**src/rtl/apb3_pwm_array.sv**
```systemverilog
// apb3_pwm_array: APB3 slave driving NUM_CH PWM outputs from one shared
// period counter. PERIOD and DUTY are double-buffered: software writes the
// pending copies, and a counter wrap loads them into the active copies, so
// an update never takes effect part-way through a period.
module apb3_pwm_array #(
    parameter int unsigned NUM_CH     = 4,
    parameter int unsigned CNT_W      = 16,
    parameter int unsigned PRESCALE   = 100,
    parameter int unsigned RST_PERIOD = 20000
) (
    input  logic              PCLK,
    input  logic              PRESETN,
    input  logic              PSEL,
    input  logic              PENABLE,
    input  logic              PWRITE,
    input  logic [7:0]        PADDR,
    input  logic [31:0]       PWDATA,
    output logic [31:0]       PRDATA,
    output logic              PREADY,
    output logic              PSLVERR,
    output logic [NUM_CH-1:0] PWM_OUT,
    output logic              IRQ
);

    localparam int unsigned      PS_W       = (PRESCALE > 1) ? $clog2(PRESCALE) : 1;
    localparam logic [PS_W-1:0]  PS_LAST    = PS_W'(PRESCALE - 1);
    localparam logic [PS_W-1:0]  PS_ONE     = PS_W'(1);
    localparam logic [CNT_W-1:0] CNT_ONE    = CNT_W'(1);
    localparam logic [CNT_W-1:0] PERIOD_RST = CNT_W'(RST_PERIOD);
    localparam logic [5:0]       W_CTRL     = 6'd0;
    localparam logic [5:0]       W_STATUS   = 6'd1;
    localparam logic [5:0]       W_PERIOD   = 6'd2;
    localparam logic [5:0]       W_IRQEN    = 6'd3;
    localparam logic [5:0]       W_DUTY0    = 6'd4;
    localparam logic [5:0]       W_DUTYEND  = 6'(4 + NUM_CH);

    // Register state
    logic [NUM_CH-1:0] ctrl_q, ctrl_d;
    logic              wrap_q, wrap_d;
    logic              irq_en_q, irq_en_d;
    logic [CNT_W-1:0]  per_pend_q, per_pend_d;
    logic [CNT_W-1:0]  per_act_q, per_act_d;
    logic [CNT_W-1:0]  duty_pend_q [NUM_CH];
    logic [CNT_W-1:0]  duty_pend_d [NUM_CH];
    logic [CNT_W-1:0]  duty_act_q  [NUM_CH];
    logic [CNT_W-1:0]  duty_act_d  [NUM_CH];
    logic [PS_W-1:0]   presc_q, presc_d;
    logic [CNT_W-1:0]  cnt_q, cnt_d;
    logic [NUM_CH-1:0] pwm_q, pwm_d;
    logic              irq_q, irq_d;

    // Bus decode
    logic [5:0] word;
    logic [5:0] duty_idx;
    logic       duty_hit;
    logic       mapped;
    logic       access;
    logic       wr_en;
    logic       tick;
    logic       wrap_evt;
    logic       unused_ok;

    assign word      = PADDR[7:2];
    assign duty_hit  = (word >= W_DUTY0) && (word < W_DUTYEND);
    assign duty_idx  = word - W_DUTY0;
    assign mapped    = (word < W_DUTY0) || duty_hit;
    assign access    = PSEL & PENABLE;
    assign wr_en     = access & PWRITE & mapped;
    assign PSLVERR   = access & ~mapped;
    assign PREADY    = 1'b1;
    assign PWM_OUT   = pwm_q;
    assign IRQ       = irq_q;
    assign unused_ok = ^{PADDR[1:0], PWDATA};

    // Read mux: combinational, zero when idle, writing or unmapped
    always_comb begin
        PRDATA = '0;
        if (PSEL && !PWRITE && mapped) begin
            case (word)
                W_CTRL:   PRDATA[NUM_CH-1:0] = ctrl_q;
                W_STATUS: PRDATA[0]          = wrap_q;
                W_PERIOD: PRDATA[CNT_W-1:0]  = per_pend_q;
                W_IRQEN:  PRDATA[0]          = irq_en_q;
                default: begin
                    for (int unsigned i = 0; i < NUM_CH; i++) begin
                        if (duty_idx == 6'(i)) begin
                            PRDATA[CNT_W-1:0] = duty_pend_q[i];
                        end
                    end
                end
            endcase
        end
    end

    // Next-state: register writes, prescaler, counter, buffer load, outputs
    always_comb begin
        ctrl_d      = ctrl_q;
        irq_en_d    = irq_en_q;
        per_pend_d  = per_pend_q;
        duty_pend_d = duty_pend_q;
        per_act_d   = per_act_q;
        duty_act_d  = duty_act_q;
        cnt_d       = cnt_q;

        if (wr_en) begin
            case (word)
                W_CTRL:   ctrl_d     = PWDATA[NUM_CH-1:0];
                W_PERIOD: per_pend_d = PWDATA[CNT_W-1:0];
                W_IRQEN:  irq_en_d   = PWDATA[0];
                default: begin
                    for (int unsigned i = 0; i < NUM_CH; i++) begin
                        if (duty_hit && (duty_idx == 6'(i))) begin
                            duty_pend_d[i] = PWDATA[CNT_W-1:0];
                        end
                    end
                end
            endcase
        end

        tick     = (presc_q == PS_LAST);
        presc_d  = tick ? '0 : presc_q + PS_ONE;
        wrap_evt = tick && ((per_act_q == '0) || (cnt_q == per_act_q - CNT_ONE));

        // The wrap samples the pending copies before this edge's write lands,
        // so a write on the wrap edge waits for the following wrap.
        if (tick) begin
            if (wrap_evt) begin
                cnt_d      = '0;
                per_act_d  = per_pend_q;
                duty_act_d = duty_pend_q;
            end else begin
                cnt_d = cnt_q + CNT_ONE;
            end
        end

        // Set has priority over write-1-to-clear
        wrap_d = wrap_evt | (wrap_q & ~(wr_en && (word == W_STATUS) && PWDATA[0]));

        // Compare against the values being loaded so the output lines up
        // with the counter (and with a freshly loaded duty) on the same edge.
        for (int unsigned i = 0; i < NUM_CH; i++) begin
            pwm_d[i] = ctrl_q[i] && (per_act_d != '0) && (duty_act_d[i] > cnt_d);
        end

        irq_d = wrap_q & irq_en_q;
    end

    // State registers with asynchronous active-low reset
    always_ff @(posedge PCLK or negedge PRESETN) begin
        if (!PRESETN) begin
            ctrl_q     <= '0;
            wrap_q     <= 1'b0;
            irq_en_q   <= 1'b0;
            per_pend_q <= PERIOD_RST;
            per_act_q  <= PERIOD_RST;
            for (int unsigned i = 0; i < NUM_CH; i++) begin
                duty_pend_q[i] <= '0;
                duty_act_q[i]  <= '0;
            end
            presc_q    <= '0;
            cnt_q      <= '0;
            pwm_q      <= '0;
            irq_q      <= 1'b0;
        end else begin
            ctrl_q     <= ctrl_d;
            wrap_q     <= wrap_d;
            irq_en_q   <= irq_en_d;
            per_pend_q <= per_pend_d;
            per_act_q  <= per_act_d;
            for (int unsigned i = 0; i < NUM_CH; i++) begin
                duty_pend_q[i] <= duty_pend_d[i];
                duty_act_q[i]  <= duty_act_d[i];
            end
            presc_q    <= presc_d;
            cnt_q      <= cnt_d;
            pwm_q      <= pwm_d;
            irq_q      <= irq_d;
        end
    end

endmodule

```
**config.mk**
```make
export PLATFORM = sky130hd
export DESIGN_NAME = apb3_pwm_array
export DESIGN_NICKNAME = d
export VERILOG_FILES = /design/src/rtl/apb3_pwm_array.sv
export SDC_FILE = /design/constraint.sdc
export NUM_CORES = 1
export LEC_CHECK = 0
export CAP_MARGIN = 30
export CORE_AREA = 2 2 191 193
export CTS_CLUSTER_SIZE = 24
export DETAILED_ROUTE_END_ITERATION = 6
export DIE_AREA = 0 0 193 195
export PLACE_DENSITY_LB_ADDON = 0.12
export SETUP_SLACK_MARGIN = 0.2
export SYNTH_ARGS = -nofsm -noshare
export SYNTH_HDL_FRONTEND = slang
export SYNTH_SLANG_ARGS = --single-unit
export TNS_END_PERCENT = 1
```
**constraint.sdc**
```tcl
create_clock -name PCLK -period 14.9 [get_ports PCLK]
set_input_delay 1.49 -clock PCLK [delete_from_list [all_inputs] [get_ports PCLK]]
set_output_delay 1.49 -clock PCLK [all_outputs]
set_load 0.02 [all_outputs]
```
## Yosys cells after proc, flatten, opt, wreduce, memory -nomap -nowiden

Cells that the tools add are included.

| storage, ports and cells | value |
|---|---|
| input port bits | 45 |
| bits in latches | 0 |
| memories kept | 0 |
| output and inout port bits | 39 |
| memory bits (read-only) | 0 |
| flip-flop bits (word level) | 194 |
| bits in writable memories | 0 |

| operators by class | value |
|---|---|
| divide/modulo/power cells | 0 |
| eq/ne operators | 8 |
| shift operators | 0 |
| bitwise gates (word level) | 10 |
| multipliers | 0 |
| order comparisons | 7 |
| reduce and logical (&&, ||, !) cells | 35 |
| muxes and demuxes | 15 |
| $add $sub $neg | 4 |

Operators with widths:

| operator | number |
|---|---|
| $mux W16 | 9 |
| $mux W64 | 2 |
| $gt A16 B16 Y1 | 4 |
| $eq A6 B2 Y1 const B | 4 |
| $pmux W12 S2 | 1 |
| $logic_and A1 B1 Y1 | 18 |
| $add A16 B1 Y16 const B | 1 |
| $eq A16 B16 Y1 | 1 |
| $logic_not A16 Y1 | 1 |
| $reduce_bool A16 Y1 | 1 |
| $sub A16 B1 Y16 const B | 1 |
| $eq A6 B1 Y1 const B | 2 |
| $logic_not A6 Y1 | 2 |
| $reduce_and A3 Y1 | 4 |
| $pmux W3 S3 | 1 |
| $add A7 B1 Y7 const B | 1 |
| $eq A7 B7 Y1 const B | 1 |
| $mux W7 | 1 |
| $and A1 B1 Y1 | 6 |
| $ge A6 B3 Y1 const B | 1 |
| $lt A6 B3 Y1 const B | 1 |
| $lt A6 B4 Y1 const B | 1 |
| $reduce_and A2 Y1 | 3 |
| $reduce_or A3 Y1 | 2 |
| 7 further kinds | 10 |

## Longest topological paths before layout

| depth | value |
|---|---|
| depth after elaboration | 9 |
| depth in mapped cells | 24 |
| gate-level depth less buffers | 21 |

## Least setup slack after synthesis

OpenSTA, ideal clock, no wires.

| timing path | value |
|---|---|
| kind | in2out |
| from | input PADDR[5] |
| to | output PRDATA[10] |
| setup slack | 10,142 ps |
| stages on the path | 8 |
| buffers on the path | 3 |
| arrival | 3,268 ps |
| path through | nor3_1 -> and2_1 -> clkbuf_1 -> and3_1 -> clkbuf_1 -> clkbuf_1 -> a22oi_1 -> a21oi_1 |

| on the way | value |
|---|---|
| cells in the longest elaborated chain, start to end | 8 |
| elaborated cells on any way between the ends | 22 |
| classes of those cells | add/sub: 1; order compare: 3; eq/ne: 6; mux: 6; reduce/logical: 6 |

RTL lines:

| item | RTL line | RTL |
|---|---|---|
| start, declared | 16 | `input logic [7:0] PADDR,` |
| $sub A6 B3 Y6 | 65 | `assign duty_idx = word - W_DUTY0;` |
| $logic_not A6 Y1 | 86 | `if (duty_idx == 6'(i)) begin` |
| $mux W16 (4 in series) | 86 |  |
| $pmux W12 S2 | 79 | `case (word)` |
| $mux W16 * | 78 | `if (PSEL && !PWRITE && mapped) begin` |
| end, declared | 18 | `output logic [31:0] PRDATA,` |

Mark *: on every way between the ends. The rest lies on a longest branch, timed or not.

## Worst setup path in the final report

| timing path | value |
|---|---|
| from | register per_act_q[6] |
| to | register pwm_q[2] (netlist: PWM_OUT[2]) |

| on the way | value |
|---|---|
| cells in the longest elaborated chain, start to end | 9 |
| elaborated cells on any way between the ends | 15 |
| classes of those cells | add/sub: 1; order compare: 1; eq/ne: 1; mux: 6; reduce/logical: 6 |

RTL lines:

| item | RTL line | RTL |
|---|---|---|
| start, declared | 42 | `logic [CNT_W-1:0] per_act_q, per_act_d;` |
| start signal, assigned | 169 | `per_act_q <= per_act_d;` |
| branches (longest 8 deep; another with $sub A16 B1 Y16) | - |  |
| $logic_and A1 B1 Y1 * | 142 | `pwm_d[i] = ctrl_q[i] && (per_act_d != '0) && (duty_act_d[i] > cnt_d);` |
| net pwm_d[2] | 49 | `logic [NUM_CH-1:0] pwm_q, pwm_d;` |
| end signal, assigned | 176 | `pwm_q <= pwm_d;` |
| end, declared | 49 |  |

Mark *: on every way through the listed nets, which the timed path passes.
A chain may end at the register's enable or synchronous reset.

==> impl_metrics.sql <==
INSERT INTO impl_metrics (metric_group, metric, value, unit) VALUES
('critical_path', 'worstReg2RegStart', 'per_act_q[6]', ''),
('outcome', 'outcome', 'finished, final reports clean', ''),
('route', 'drc_errors', '0', ''),
('sta', 'worst-slew-pin-transition', '0.999', 'ns'),
('global_route', 'initial_antenna_violation_count', '0', ''),
('sta', 'maxSlewViolCount', '0', ''),
('critical_path', 'timing.critical_path.cells', 'nor4_1 -> nand2_1 -> nor3_1 -> mux2i_1 -> nor4_4 -> buf_4 -> nor2_4 -> buf_4 -> nand2_1 -> ha_1 -> nand3_1 -> nor2_1 -> nand2_1 -> a211oi_1 -> a221oi_1 -> o211a_1 -> a211oi_1', ''),
('final_layout', 'design.final.nets', '1211', ''),
('global_route', 'grtUsageMet2', '26.2', '%'),
('logic_synthesis', 'yosys_warnings', '0', ''),
('sta', 'worst_hold_slack', '0.471', 'ns'),
('critical_path', 'terminus_of_the_critical_flop_to_flop_path', 'PWM_OUT[2]', ''),
('critical_path', 'critical_path_arrival', '6.63', 'ns'),
('hold_path', 'hold_depth', '2', ''),
('global_route', 'use_met3', '2.80', '%'),
('global_route', 'via_count_of_the_first_global_routing_pass', '7926', ''),
('logic_synthesis', 'synth_edf_count', '0', ''),
('critical_path', 'wp_buf_inv', '2', ''),
('critical_path', 'critical_path.startpoint', 'per_act_q[6]', ''),
('route', 'num_vias', '7811', ''),
('critical_path', 'critical_path.endpoint_type', 'flip-flop', ''),
('clock_tree', 'clock_path_buffers', '2', ''),
('critical_path', 'worst_path_dominant_cell_family', 'simple AND/OR/NAND/NOR gates', ''),
('global_route', 'gr-total-overflow', '0', ''),
('place', 'gp_congestion', '0.773', ''),
('final_layout', 'final_core_util', '34.2', '%'),
('clock_tree', 'cts.repair_timing.setup_buffer_count', '0', ''),
('global_route', 'gr-usage-met1', '26.9', '%'),
('logic_synthesis', 'synth_top_cell_area_share', '43.5', '%'),
('power', 'power_per_cell_area', '88.0', 'nW/um^2'),
('critical_path', 'critical-path-slowest-cell', 'sky130_fd_sc_hd__nor2_4', ''),
('hold_path', 'min_path_type', 'reg2reg', ''),
('logic_synthesis', 'synth.top_cells.by_count', '276 x sky130_fd_sc_hd__nand2_1, 184 x sky130_fd_sc_hd__dfrtp_1, 84 x sky130_fd_sc_hd__mux2_2, 54 x sky130_fd_sc_hd__ha_1, 37 x sky130_fd_sc_hd__a21oi_1', ''),
('final_layout', 'antenna-diode-count', '0', ''),
('route', 'viasPerCell', '4.93', ''),
('sta', 'min_period', '6.31', 'ns'),
('global_route', 'top_usage_layer', 'met1', ''),
('sta', 'report.final.hold_viol_count', '0', ''),
('logic_synthesis', 'syn_inst', '1076', ''),
('place', 'dp_hpwl', '22.6', 'mm'),
('clock_tree', 'cts-buffers-inserted', '17', ''),
('sta', 'setup_total_negative_slack', '0', 'ns'),
('logic_synthesis', 'biggest_area_contributors_in_the_synthesized_netlist', 'sky130_fd_sc_hd__dfrtp_1 44%, sky130_fd_sc_hd__nand2_1 9.8%, sky130_fd_sc_hd__mux2_2 8.9%', ''),
('power', 'worst_ir_drop_on_vdd', '0.0678', 'mV'),
('global_route', 'grt_start_max_net_pins', '85', ''),
('critical_path', 'critical_path.max_stage_delay', '0.66', 'ns'),
('hold_path', 'min-delay-start', 'duty_act_q[61]', ''),
('sta', 'finalSetupViolations', '0', ''),
('logic_synthesis', 'synth_area_per_cell', '9.83', 'sq um'),
('sta', 'max_slew_margin', '33.2', '%'),
('route', 'wl_per_cell', '20.0', 'um'),
('logic_synthesis', 'synth_cell_types', '73', ''),
('clock_tree', 'clockRootBuffer', 'sky130_fd_sc_hd__clkbuf_16', ''),
('logic_synthesis', 'synth_most_common_cell', 'sky130_fd_sc_hd__nand2_1', ''),
('logic_synthesis', 'async_set_reset_flop_share_out_of_synthesis', '100', '%'),
('floorplan', 'fp.dieArea', '37600', 'sq um'),
('critical_path', 'timing.critical_path.fanout_max', '58', ''),
('critical_path', 'worst_r2r_path_depth', '17', ''),
('sta', 'timing.fmax', '0.158', 'GHz'),
('floorplan', 'core-area', '35400', 'sq um'),
('final_layout', 'post_route_cells_drive_above_1_share', '14.4', '%'),
('clock_tree', 'cts.sink_count', '194', ''),
('clock_tree', 'clk_latency', '0.45', 'ns'),
('logic_synthesis', 'synth-seq-area-share', '46.0', '%'),
('floorplan', 'start_util', '29.9', '%'),
('floorplan', 'width_of_the_chip', '193', 'um'),
('power', 'p_leak', '5.94', 'nW'),
('clock_tree', 'postCtsResizedCells', '0', ''),
('clock_tree', 'cts_tree', 'yes', ''),
('final_layout', 'syn_to_final_growth', '14.6', '%'),
('clock_tree', 'postCtsHoldBufs', '0', '');
-- per-layer routing --
| layer | up-vias | part of all wire, % |
|---|---|---|
| li1 | 3790 | - |
| met1 | 3878 | 52 |
| met2 | 124 | 44 |
| met3 | 19 | 2.8 |
| met4 | 0 | 1.1 |
| met5 | - | 0 |
-- worst reg2reg max path, delay by kind of cell (launching register included) --
kind / cells / cell delay (ns)
buffers and inverters: 2 / 0.87
adders and majority gates: 1 / 0.41
AOI/OAI and AO/OA: 4 / 1.29
muxes: 1 / 0.51
and+or+nand+nor: 9 / 2.62
DFF: 1 / 0.49
-- state kept, by name (all words and copies together) (netlist names) --
signal and flops:
IRQ 1, PWM_OUT 4, cnt_q 16, ctrl_q 4
duty_act_q 64, duty_pend_q 64, irq_en_q 1, per_act_q 16
per_pend_q 16, presc_q 7, wrap_q 1
-- power breakdown --
group	total, mW	switching, mW	internal (mW)	leakage, nW
Sequential	0.551	0.0129	0.538	2.64
Combinational	0.0528	0.0319	0.0209	3.05
Clock	0.463	0.216	0.247	0.263
Total	1.07	0.261	0.806	5.94
-- area by class of cell --
cell class | instances | area share, %
multi-input cells | 804 | 44.0
flip-flops and latches | 194 | 40.2
clock buffers | 19 | 3.57
well taps | 461 | 4.76
clock inverters | 12 | 1.13
repair buffers | 65 | 5.46
inverters | 30 | 0.929
-- through the flow --
| stage | area (sq um) | worst slack, ns | total power, mW | cells |
|---|---|---|---|---|
| after global placement | 11500 | 8.32 | 0.615 | 1549 |
| after detailed placement | 11600 | 8.51 | 0.615 | 1554 |
| after floorplan | 10600 | 10.14 | 0.583 | 1091 |
| after CTS | 12100 | 8.49 | 1.08 | 1585 |
| after global routing | 12100 | 7.95 | 1.11 | 1585 |
| final | 12100 | 8.59 | 1.07 | 1585 |
-- cell families after synthesis --
| family | Yosys count | share of synthesized area, % |
|---|---|---|
| XOR/XNOR | 43 | 3.56 |
| AO/OA/AOI/OAI | 150 | 9.26 |
| AND/OR/NAND/NOR | 424 | 18.2 |
| flip-flops | 194 | 46.0 |
| buffers and inverters | 93 | 4.26 |
| other | 2 | 0.0710 |
| multiplexers | 115 | 12.1 |
| adder cells (fa/ha/maj) | 55 | 6.48 |
-- layout by cell type (no fill, tap or decap), types with 3 or more instances in the layout --
cell type and n:
sky130_fd_sc_hd__o211ai_1 7, sky130_fd_sc_hd__clkdlybuf4s50_1 46, sky130_fd_sc_hd__and2_1 6, sky130_fd_sc_hd__a211oi_1 6
sky130_fd_sc_hd__nor3_1 6, sky130_fd_sc_hd__or3_1 10, sky130_fd_sc_hd__ha_1 54, sky130_fd_sc_hd__dfstp_2 10
sky130_fd_sc_hd__buf_16 3, sky130_fd_sc_hd__mux2i_1 27, sky130_fd_sc_hd__nand2b_1 8, sky130_fd_sc_hd__or2_2 5
sky130_fd_sc_hd__xnor2_1 26, sky130_fd_sc_hd__xor2_1 17, sky130_fd_sc_hd__o21ai_1 6, sky130_fd_sc_hd__nor4_1 11
sky130_fd_sc_hd__nand2_1 276, sky130_fd_sc_hd__dfrtp_1 184, sky130_fd_sc_hd__a21oi_1 37, sky130_fd_sc_hd__nor2b_1 7
sky130_fd_sc_hd__o31ai_1 3, sky130_fd_sc_hd__a21o_1 15, sky130_fd_sc_hd__conb_1 17, sky130_fd_sc_hd__buf_2 3
sky130_fd_sc_hd__mux2_2 84, sky130_fd_sc_hd__clkinvlp_4 5, sky130_fd_sc_hd__nor2_1 31, sky130_fd_sc_hd__a22oi_1 15
sky130_fd_sc_hd__inv_1 30, sky130_fd_sc_hd__o21ai_0 31, sky130_fd_sc_hd__nand4_1 11, sky130_fd_sc_hd__nand3_1 23
sky130_fd_sc_hd__clkbuf_16 17, sky130_fd_sc_hd__and4_1 6, sky130_fd_sc_hd__and3_1 3, sky130_fd_sc_hd__nand3b_1 5
sky130_fd_sc_hd__buf_4 12
-- how the worst max path moves through the flow --
stage,to,cells past startpoint
2_1_floorplan,PRDATA[10],8
3_3_place_gp,PWM_OUT[2],16
3_5_place_dp,PWM_OUT[2],17
4_1_cts,PWM_OUT[2],17
5_1_grt,PWM_OUT[2],17
6_report,PWM_OUT[2],17
No activity file was read; power rests on OpenSTA's default activity.
